**src/rtl/dma_bus_arb_pkg.sv**
```systemverilog
// Shared state encodings and default sizing for the DMA bus arbiter.
package dma_bus_arb_pkg;

  localparam int DEF_NREQ     = 4;
  localparam int DEF_IDW      = 2;
  localparam int DEF_MAX_HOLD = 16;

  typedef enum logic [2:0] {
    IDLE    = 3'd0,
    REQ     = 3'd1,
    GRANT   = 3'd2,
    GAP     = 3'd3,
    RELEASE = 3'd4
  } arb_state_t;

endpackage

```
**src/rtl/dma_arb_rr_picker.sv**
```systemverilog
// Combinational round-robin picker: first requester at or above ptr, with wrap.
module dma_arb_rr_picker #(
  parameter int NREQ = 4,
  parameter int IDW  = 2
) (
  input  logic [NREQ-1:0] req,
  input  logic [IDW-1:0]  ptr,
  output logic [IDW-1:0]  win,
  output logic            valid
);

  int best;

  // Smallest forward distance from ptr wins; distance is (j - ptr) mod NREQ.
  always_comb begin
    best  = NREQ;
    win   = '0;
    valid = 1'b0;
    for (int j = 0; j < NREQ; j++) begin
      if (req[j] && (((j - int'(ptr) + NREQ) % NREQ) < best)) begin
        best  = (j - int'(ptr) + NREQ) % NREQ;
        win   = IDW'(j);
        valid = 1'b1;
      end
    end
  end

endmodule

```
**src/rtl/dma_bus_arbiter.sv**
```systemverilog
// Shares the 8088 local bus between the CPU (hold/hlda) and NREQ DMA masters.
// Optional tenure limit enabled by DMA_BUS_ARB_TIMEOUT_EN.
module dma_bus_arbiter
  import dma_bus_arb_pkg::*;
#(
  parameter int NREQ     = DEF_NREQ,
  parameter int IDW      = DEF_IDW,
  parameter int MAX_HOLD = DEF_MAX_HOLD
) (
  input  logic            clk,
  input  logic            rst,
  input  logic [NREQ-1:0] req,
  output logic [NREQ-1:0] gnt,
  output logic [IDW-1:0]  owner,
  output logic            hold,
  input  logic            hlda,
  output logic            aen,
  output logic            busy,
  output logic            err
);

  localparam logic [NREQ-1:0] ONE = NREQ'(1);

  if (NREQ < 2 || NREQ > 8 || (1 << IDW) < NREQ || MAX_HOLD < 1) begin : g_bad_params
    $error("dma_bus_arbiter: illegal NREQ/IDW/MAX_HOLD combination");
  end

  arb_state_t     state;
  logic [IDW-1:0] ptr;
  logic [IDW-1:0] win;
  logic           win_valid;
  logic           owner_req;
  logic           others;
  logic           preempt;

  dma_arb_rr_picker #(.NREQ(NREQ), .IDW(IDW)) u_picker (
    .req   (req),
    .ptr   (ptr),
    .win   (win),
    .valid (win_valid)
  );

  // gnt is one-hot on the owner while in GRANT, so it doubles as the owner mask.
  assign owner_req = |(req & gnt);
  assign others    = |(req & ~gnt);

`ifdef DMA_BUS_ARB_TIMEOUT_EN
  localparam int TW = $clog2(MAX_HOLD + 1);
  logic [TW-1:0] tenure;

  // tenure holds the 1-based cycle number of the current GRANT tenure.
  always_ff @(posedge clk or posedge rst) begin
    if (rst)                          tenure <= TW'(1);
    else if (state != GRANT)          tenure <= TW'(1);
    else if (tenure != TW'(MAX_HOLD)) tenure <= tenure + 1'b1;
  end

  assign preempt = (tenure == TW'(MAX_HOLD)) && others;
`else
  assign preempt = 1'b0;
`endif

  always_ff @(posedge clk or posedge rst) begin
    if (rst) begin
      state <= IDLE;
      hold  <= 1'b0;
      gnt   <= '0;
      aen   <= 1'b0;
      owner <= '0;
      busy  <= 1'b0;
      err   <= 1'b0;
      ptr   <= '0;
    end else begin
      err <= 1'b0;
      case (state)
        IDLE: begin
          if (|req) begin
            state <= REQ;
            hold  <= 1'b1;
            busy  <= 1'b1;
          end
        end
        REQ: begin
          if (hlda) begin
            if (win_valid) begin
              state <= GRANT;
              gnt   <= ONE << win;
              aen   <= 1'b1;
              owner <= win;
              ptr   <= (win == IDW'(NREQ - 1)) ? '0 : win + 1'b1;
            end else begin
              state <= RELEASE;
              hold  <= 1'b0;
            end
          end
        end
        GRANT: begin
          if (!hlda) begin
            state <= RELEASE;
            gnt   <= '0;
            aen   <= 1'b0;
            hold  <= 1'b0;
            err   <= 1'b1;
          end else if (!owner_req || preempt) begin
            gnt <= '0;
            aen <= 1'b0;
            if (others) begin
              state <= GAP;
            end else begin
              state <= RELEASE;
              hold  <= 1'b0;
            end
          end
        end
        GAP: begin
          if (!hlda) begin
            state <= RELEASE;
            hold  <= 1'b0;
            err   <= 1'b1;
          end else if (win_valid) begin
            state <= GRANT;
            gnt   <= ONE << win;
            aen   <= 1'b1;
            owner <= win;
            ptr   <= (win == IDW'(NREQ - 1)) ? '0 : win + 1'b1;
          end else begin
            state <= RELEASE;
            hold  <= 1'b0;
          end
        end
        RELEASE: begin
          if (!hlda) begin
            state <= IDLE;
            busy  <= 1'b0;
          end
        end
        default: begin
          state <= IDLE;
          hold  <= 1'b0;
          gnt   <= '0;
          aen   <= 1'b0;
          busy  <= 1'b0;
        end
      endcase
    end
  end

endmodule
```
**config.mk**
```make
export PLATFORM = sky130hd
export DESIGN_NAME = dma_bus_arbiter
export DESIGN_NICKNAME = d
export VERILOG_FILES = /design/src/rtl/dma_bus_arb_pkg.sv /design/src/rtl/dma_arb_rr_picker.sv /design/src/rtl/dma_bus_arbiter.sv
export SDC_FILE = /design/constraint.sdc
export NUM_CORES = 1
export LEC_CHECK = 0
export CORE_MARGIN = 2
export CORE_UTILIZATION = 48
export DETAILED_ROUTE_END_ITERATION = 10
export PLACE_DENSITY_LB_ADDON = 0.08
export SETUP_SLACK_MARGIN = 0.2
export SYNTH_ARGS = -nofsm -noshare
export SYNTH_HDL_FRONTEND = slang
export SYNTH_SLANG_ARGS = --single-unit
```
**constraint.sdc**
```tcl
create_clock -name clk -period 3.1 [get_ports clk]
set_input_delay 0.465 -clock clk [delete_from_list [all_inputs] [get_ports clk]]
set_output_delay 0.465 -clock clk [all_outputs]
set_load 0.01 [all_outputs]
```
==> results of run 1 <==
area by class of cell:
type	instances	area (µm²)
Inverter	10	40.0
Tap cell	28	35.0
Timing Repair Buffer	36	309
Fill cell	175	719
Multi-Input combinational cell	85	727
Clock buffer	4	26.3
Sequential cell	15	377
Yosys cell counts, drive strengths merged, types with 2 or more instances:
library cell and number:
dfrtp 15, inv 10, nor2 9, o21ai 7, a22o 6, buf 6
o21a 6, nand3 5, a21oi 4, ha 4, mux2i 4, nand2 4
nand2b 4, a21o 3, and2b 2, nor4 2, o221a 2, o311a 2
o31ai 2
logic make-up after synthesis:
| logic type | Yosys count | synth area share, % |
|---|---|---|
| xor gates and xnor gates | 1 | 0.771 |
| and+or+nand+nor | 34 | 19.2 |
| buffers and inverters | 17 | 7.49 |
| AOI/OAI and AO/OA | 41 | 30.3 |
| muxes | 5 | 4.85 |
| adders and majority gates | 4 | 4.41 |
| DFF | 15 | 33.0 |
sequential cells by signal, summed over array words and instances (netlist names):
name   flops
gnt        4
owner      2
state      3
aen        1
ptr        2
err        1
busy       1
hold       1
per-layer routing:
layer	part of all wire (%)	wire length, µm	track usage [%]
met5	0	0	0
met4	0.62	16	7.26
met3	2.5	64	4.00
met2	51	1330	36.3
met1	46	1180	27.8
repair_timing:
action                     4_1_cts  5_1_grt
setup endpoints to repair        8        7
gates resized for setup         11        5
pin swaps                        8        7
setup buffers                    8        1
where the power goes:
group	total (mW)	switching, mW	internal, mW
sequential	0.374	0.0938	0.280
clock	0.115	0.0649	0.0499
combinational	1.24	0.533	0.704
total	1.73	0.692	1.03
worst max path at each step:
stage	to	slack, ns	depth (start not counted)
global placement	ptr[1]	-0.37	17
finish	gnt[0]	0.19	14
floorplan	ptr[1]	0.15	17
CTS	gnt[0]	0.20	16
detailed placement	ptr[1]	-0.55	17
global route	ptr[1]	0.03	15
metrics by stage:
step           setup slack [ns]  TNS, ns  utilization [%]  std cells  total power, mW
5_1_grt                  0.0263        0             67.8        178             1.86
4_1_cts                   0.202        0             66.3        177             1.65
3_5_place_dp             -0.545    -2.80             62.2        165             1.42
2_1_floorplan             0.147        0                -        117             1.08
3_3_place_gp             -0.375    -1.56             62.2        165             1.38
6_report                  0.193        0             67.8        178             1.73
==> out/qor.csv, run 1 <==
stage;metric;value;unit
run_status;status;finished clean;
min_path;hold_depth;1;
route;firstDrtPassIters;4;
layout;final_cell_mix;buf_4, dfrtp_1, clkdlybuf4s50_1;
critical_path;crit_type;flip-flop to flip-flop;
critical_path;r2r_cells;14;
sta;min_period;2.91;ns
critical_path;crit_path_max_incr_delay;0.45;ns
critical_path;path_max_fanout;4;
sta;finalClockSkew;0.00161;ns
synthesis;synth-seq-cells;15;
critical_path;r2r_slack;0.19;ns
run;maxCapViolations;0;
sta;rsz0062_at_grt;true;
sta;fmax;344;MHz
sta;whs;0.487;ns
critical_path;cpMostUsedCell;o21a_1;
critical_path;start_kind;flip-flop;
cts;cts_tree;done;
grt;grt_max_degree;16;
min_path;hold_class;flip-flop to flip-flop;
floorplan;dieWidth;52.7;µm
power;p_per_area;1140;nW/µm²
layout;fin_nets;162;
floorplan;io_pins;17;
sta;tightestPinTransition;0.592;ns
cts;numCtsBuffers;3;
layout;final_common_cell;buf_4;
critical_path;worstPathArrival;3.08;ns
grt;grt_pass1_vias;956;
synthesis;ys_seq_area_share;33.0;%
synthesis;netlist.area_leader.share;33.0;%
synthesis;syn_area_per_cell;9.71;µm²
route;drt_wl_total;2.60;mm
synthesis;synthTopCellsByArea;dfrtp_1, a22o_1, ha_1;
floorplan;coreArea;2230;µm²
critical_path;crit_family;compound AO/OA/AOI/OAI gates;
critical_path;required;3.28;ns
synthesis;synth_area_leader_cell;dfrtp_1;
synthesis;synth-edff-count;0;
placed_design;gp_congestion;0.807;
critical_path;critical_path_buf_inv_count;1;
synthesis;synthCells;117;
sta;hold_violations;0;
layout;num_antenna_cells;0;
synthesis;ys_types;45;
floorplan;placementRows;17;
cts;insertion_delay;0.28;ns
route;vias;986;
layout;areaGrowthSynthToFinish;33.3;%
placed_design;place_area;1390;µm²
cts;clk_pin_slew;0.09;ns
placed_design;port_buffers;16;
cts;htreeDepth;1;
grt;grt-ovfl-total;0;
cts;clock_sinks;15;
grt;grt_pass1_wl;4.42;mm
sta;drv_slew;0;
synthesis;yosysWarnings;0;
floorplan;start_util;50.9;%
critical_path;endpoint_kind;flip-flop;
grt;antenna_found_initial;0;
layout;layout-drive-gt1-share;32.0;%
power;ir_drop;0.833;mV
sta;finalCritPeriodShare;93.8;%
synthesis;async_flop_share;100;%
critical_path;crit_start;ptr[0];
min_path;hp-start;aen;
route;drtIter0Drc;9;
critical_path;crit_slowest_cell;dfrtp_2;
route;via_per_inst;5.54;
critical_path;r2r-end;gnt[0];
grt;grt_util_all_layers;21.7;%
synthesis;syn_area;1140;µm²
synthesis;ys.flop_type;dfrtp_1;
route;wl_per_cell;14.6;µm
route;drc_errors;0;
sta;max_slew_margin;60.5;%
placed_design;place.detailed.hpwl;1.93;mm
min_path;hold_path_end;aen;
route;final_antenna_net_count;0;
cts;clockRootBuffer;clkbuf_4;
layout;design_area;1510;µm²
power;leakagePower;0.667;nW
cts;cts.path.max_buffers;2;
floorplan;dieArea;2770;µm²
critical_path;rr_startpoint;ptr[0];
floorplan;die_y;52.7;µm
synthesis;syn_nets;128;
critical_path;path_cells;mux2i_1 -> a21o_1 -> inv_2 -> ha_4 -> o21a_1 -> nor2_2 -> o21ai_2 -> mux2i_2 -> ha_1 -> o21a_1 -> o21a_1 -> o21a_1 -> ha_2 -> a22o_1;
sta;setup_viol;0;
cts;cts_hold_buffers;0;
(Power assumes the default switching activity.)
==> run 2, diff against run 1 <==
- CORE_MARGIN: 2 -> 10
==> run 2 against run 1 <==
Against the previous run: register-to-register slack worse by 0.03 ns; combinational power about the same; sequential cell count is the same; cell count fell by 0.56%; power shrank 0.12%; maximum frequency shrank 1.9%; worst hold slack improved by 0.0013 ns; highest routed layer unchanged.
==> out/qor.csv, run 2 (synthesis gave the netlist of run 1 again) <==
stage;metric;value;unit
floorplan;start_util;50.9;%
grt;grt-ovfl-total;0;
critical_path;endpoint_kind;flip-flop;
floorplan;dieArea;4710;µm²
route;firstDrtPassIters;4;
sta;setup_viol;0;
critical_path;worstPathArrival;3.15;ns
sta;tightestPinTransition;0.585;ns
cts;cts_tree;done;
placed_design;pre_cts_ws;-0.414;ns
cts;cts.path.max_buffers;2;
floorplan;io_pins;17;
grt;grt_pass1_vias;1035;
grt;grt_pass1_wl;4.80;mm
layout;utilization;67.6;%
layout;regMostFlops;gnt;
layout;areaGrowthSynthToFinish;32.8;%
layout;final_common_cell;buf_4;
layout;largest_register_ffs;4;
cts;clk_pin_slew;0.10;ns
sta;max_slew_margin;61.0;%
route;drt_wl_total;2.83;mm
layout;fin_nets;161;
min_path;hold_class;flip-flop to flip-flop;
route;drtIter0Drc;75;
critical_path;start_kind;input pin;
floorplan;coreArea;2230;µm²
sta;fin_ws;0.135;ns
grt;antenna_found_initial;0;
power;leakagePower;0.666;nW
sta;drv_slew;0;
route;via_per_inst;5.63;
sta;finalClockSkew;0.0150;ns
layout;layout-drive-gt1-share;31.5;%
run_status;status;finished clean;
cts;insertion_delay;0.29;ns
layout;largestRegisters;gnt: 4 flops, state: 3 flops;
power;ir_drop;0.747;mV
layout;design_area;1510;µm²
cts;clock_sinks;15;
route;wl_per_cell;16.0;µm
sta;min_period;2.97;ns
cts;htreeDepth;1;
sta;rsz0062_at_grt;true;
placed_design;place_area;1390;µm²
sta;fin_setup_tns;0;ns
placed_design;place.detailed.hpwl;2.16;mm
power;p_per_area;1140;nW/µm²
critical_path;crit_type;input pin to flip-flop;
layout;num_antenna_cells;0;
layout;final_cell_mix;buf_4, dfrtp_1, clkdlybuf4s50_1;
placed_design;gp_congestion;0.769;
critical_path;path_max_fanout;2;
route;vias;997;
route;final_antenna_net_count;0;
cts;cts_hold_buffers;0;
grt;grt_max_degree;16;
sta;hold_violations;0;
run;maxCapViolations;0;
floorplan;dieWidth;68.7;µm
placed_design;port_buffers;16;
sta;finalCritPeriodShare;95.6;%
sta;fmax;337;MHz
cts;clockRootBuffer;clkbuf_4;
cts;numCtsBuffers;3;
floorplan;die_y;68.7;µm
power;p_total;1.72;mW
grt;grt_util_all_layers;13.2;%
floorplan;placementRows;17;
route;drc_errors;0;
critical_path;required;3.29;ns
[run 2: area by class of cell]
class / count / area, µm²
clock buffer: 3 / 22.5
inverter: 10 / 40.0
clock inverter: 1 / 7.51
timing repair buffer: 35 / 297
sequential: 15 / 377
multi-input combinational: 85 / 731
fill: 188 / 724
tap: 28 / 35.0
[run 2: per-layer routing]
layer	GRT usage (%)	part of all wire [%]	vias to the layer above
met3	3.54	2.9	4
met2	23.2	56	14
li1	-	-	494
met5	0	0	-
met4	4.77	0.88	0
met1	14.8	41	485
[run 2: critical path, stage by stage]
cell and delay [ns]:
dlygate4sd2_1 0.24, inv_1 0.07, and4_1 0.20, a21o_1 0.11, inv_2 0.05, ha_4 0.26, o21a_1 0.12, nor2_2 0.05
o21ai_2 0.17, mux2i_1 0.26, ha_1 0.30, o21a_1 0.12, o21a_1 0.18, o21a_1 0.17, ha_2 0.17, a22o_1 0.20
[run 2: worst paths after layout]
path | start | endpoint | slack [ns] | depth (start not counted)
worst min-delay path | busy | busy | 0.49 | 1
worst max register to register | ptr[1] | gnt[0] | 0.16 | 15
worst min register to register | busy | busy | 0.49 | 1
worst max-delay path | req[1] | gnt[0] | 0.13 | 16
max in group asynchronous | rst | ptr[0] | 2.16 | 2
min in group asynchronous | rst | busy | 0.53 | 2
[run 2: power by group]
part           total [mW]  switching (mW)  leakage [nW]  internal, mW
logic                1.23           0.543         0.465         0.688
registers           0.379          0.0995         0.186         0.280
clock network       0.113          0.0635        0.0139        0.0490
[run 2: timing repair]
action | in CTS | in global routing
resized for setup | 7 | 6
setup endpoints to repair | 8 | 6
setup buffers | 5 | 3
pin swaps | 6 | 4
[run 2: stage by stage]
stage	hold WS [ns]	std cells
after global placement	0.458	165
after CTS	0.494	174
after floorplan	0.366	117
after global routing	0.500	177
final	0.488	177
after detailed placement	0.469	165
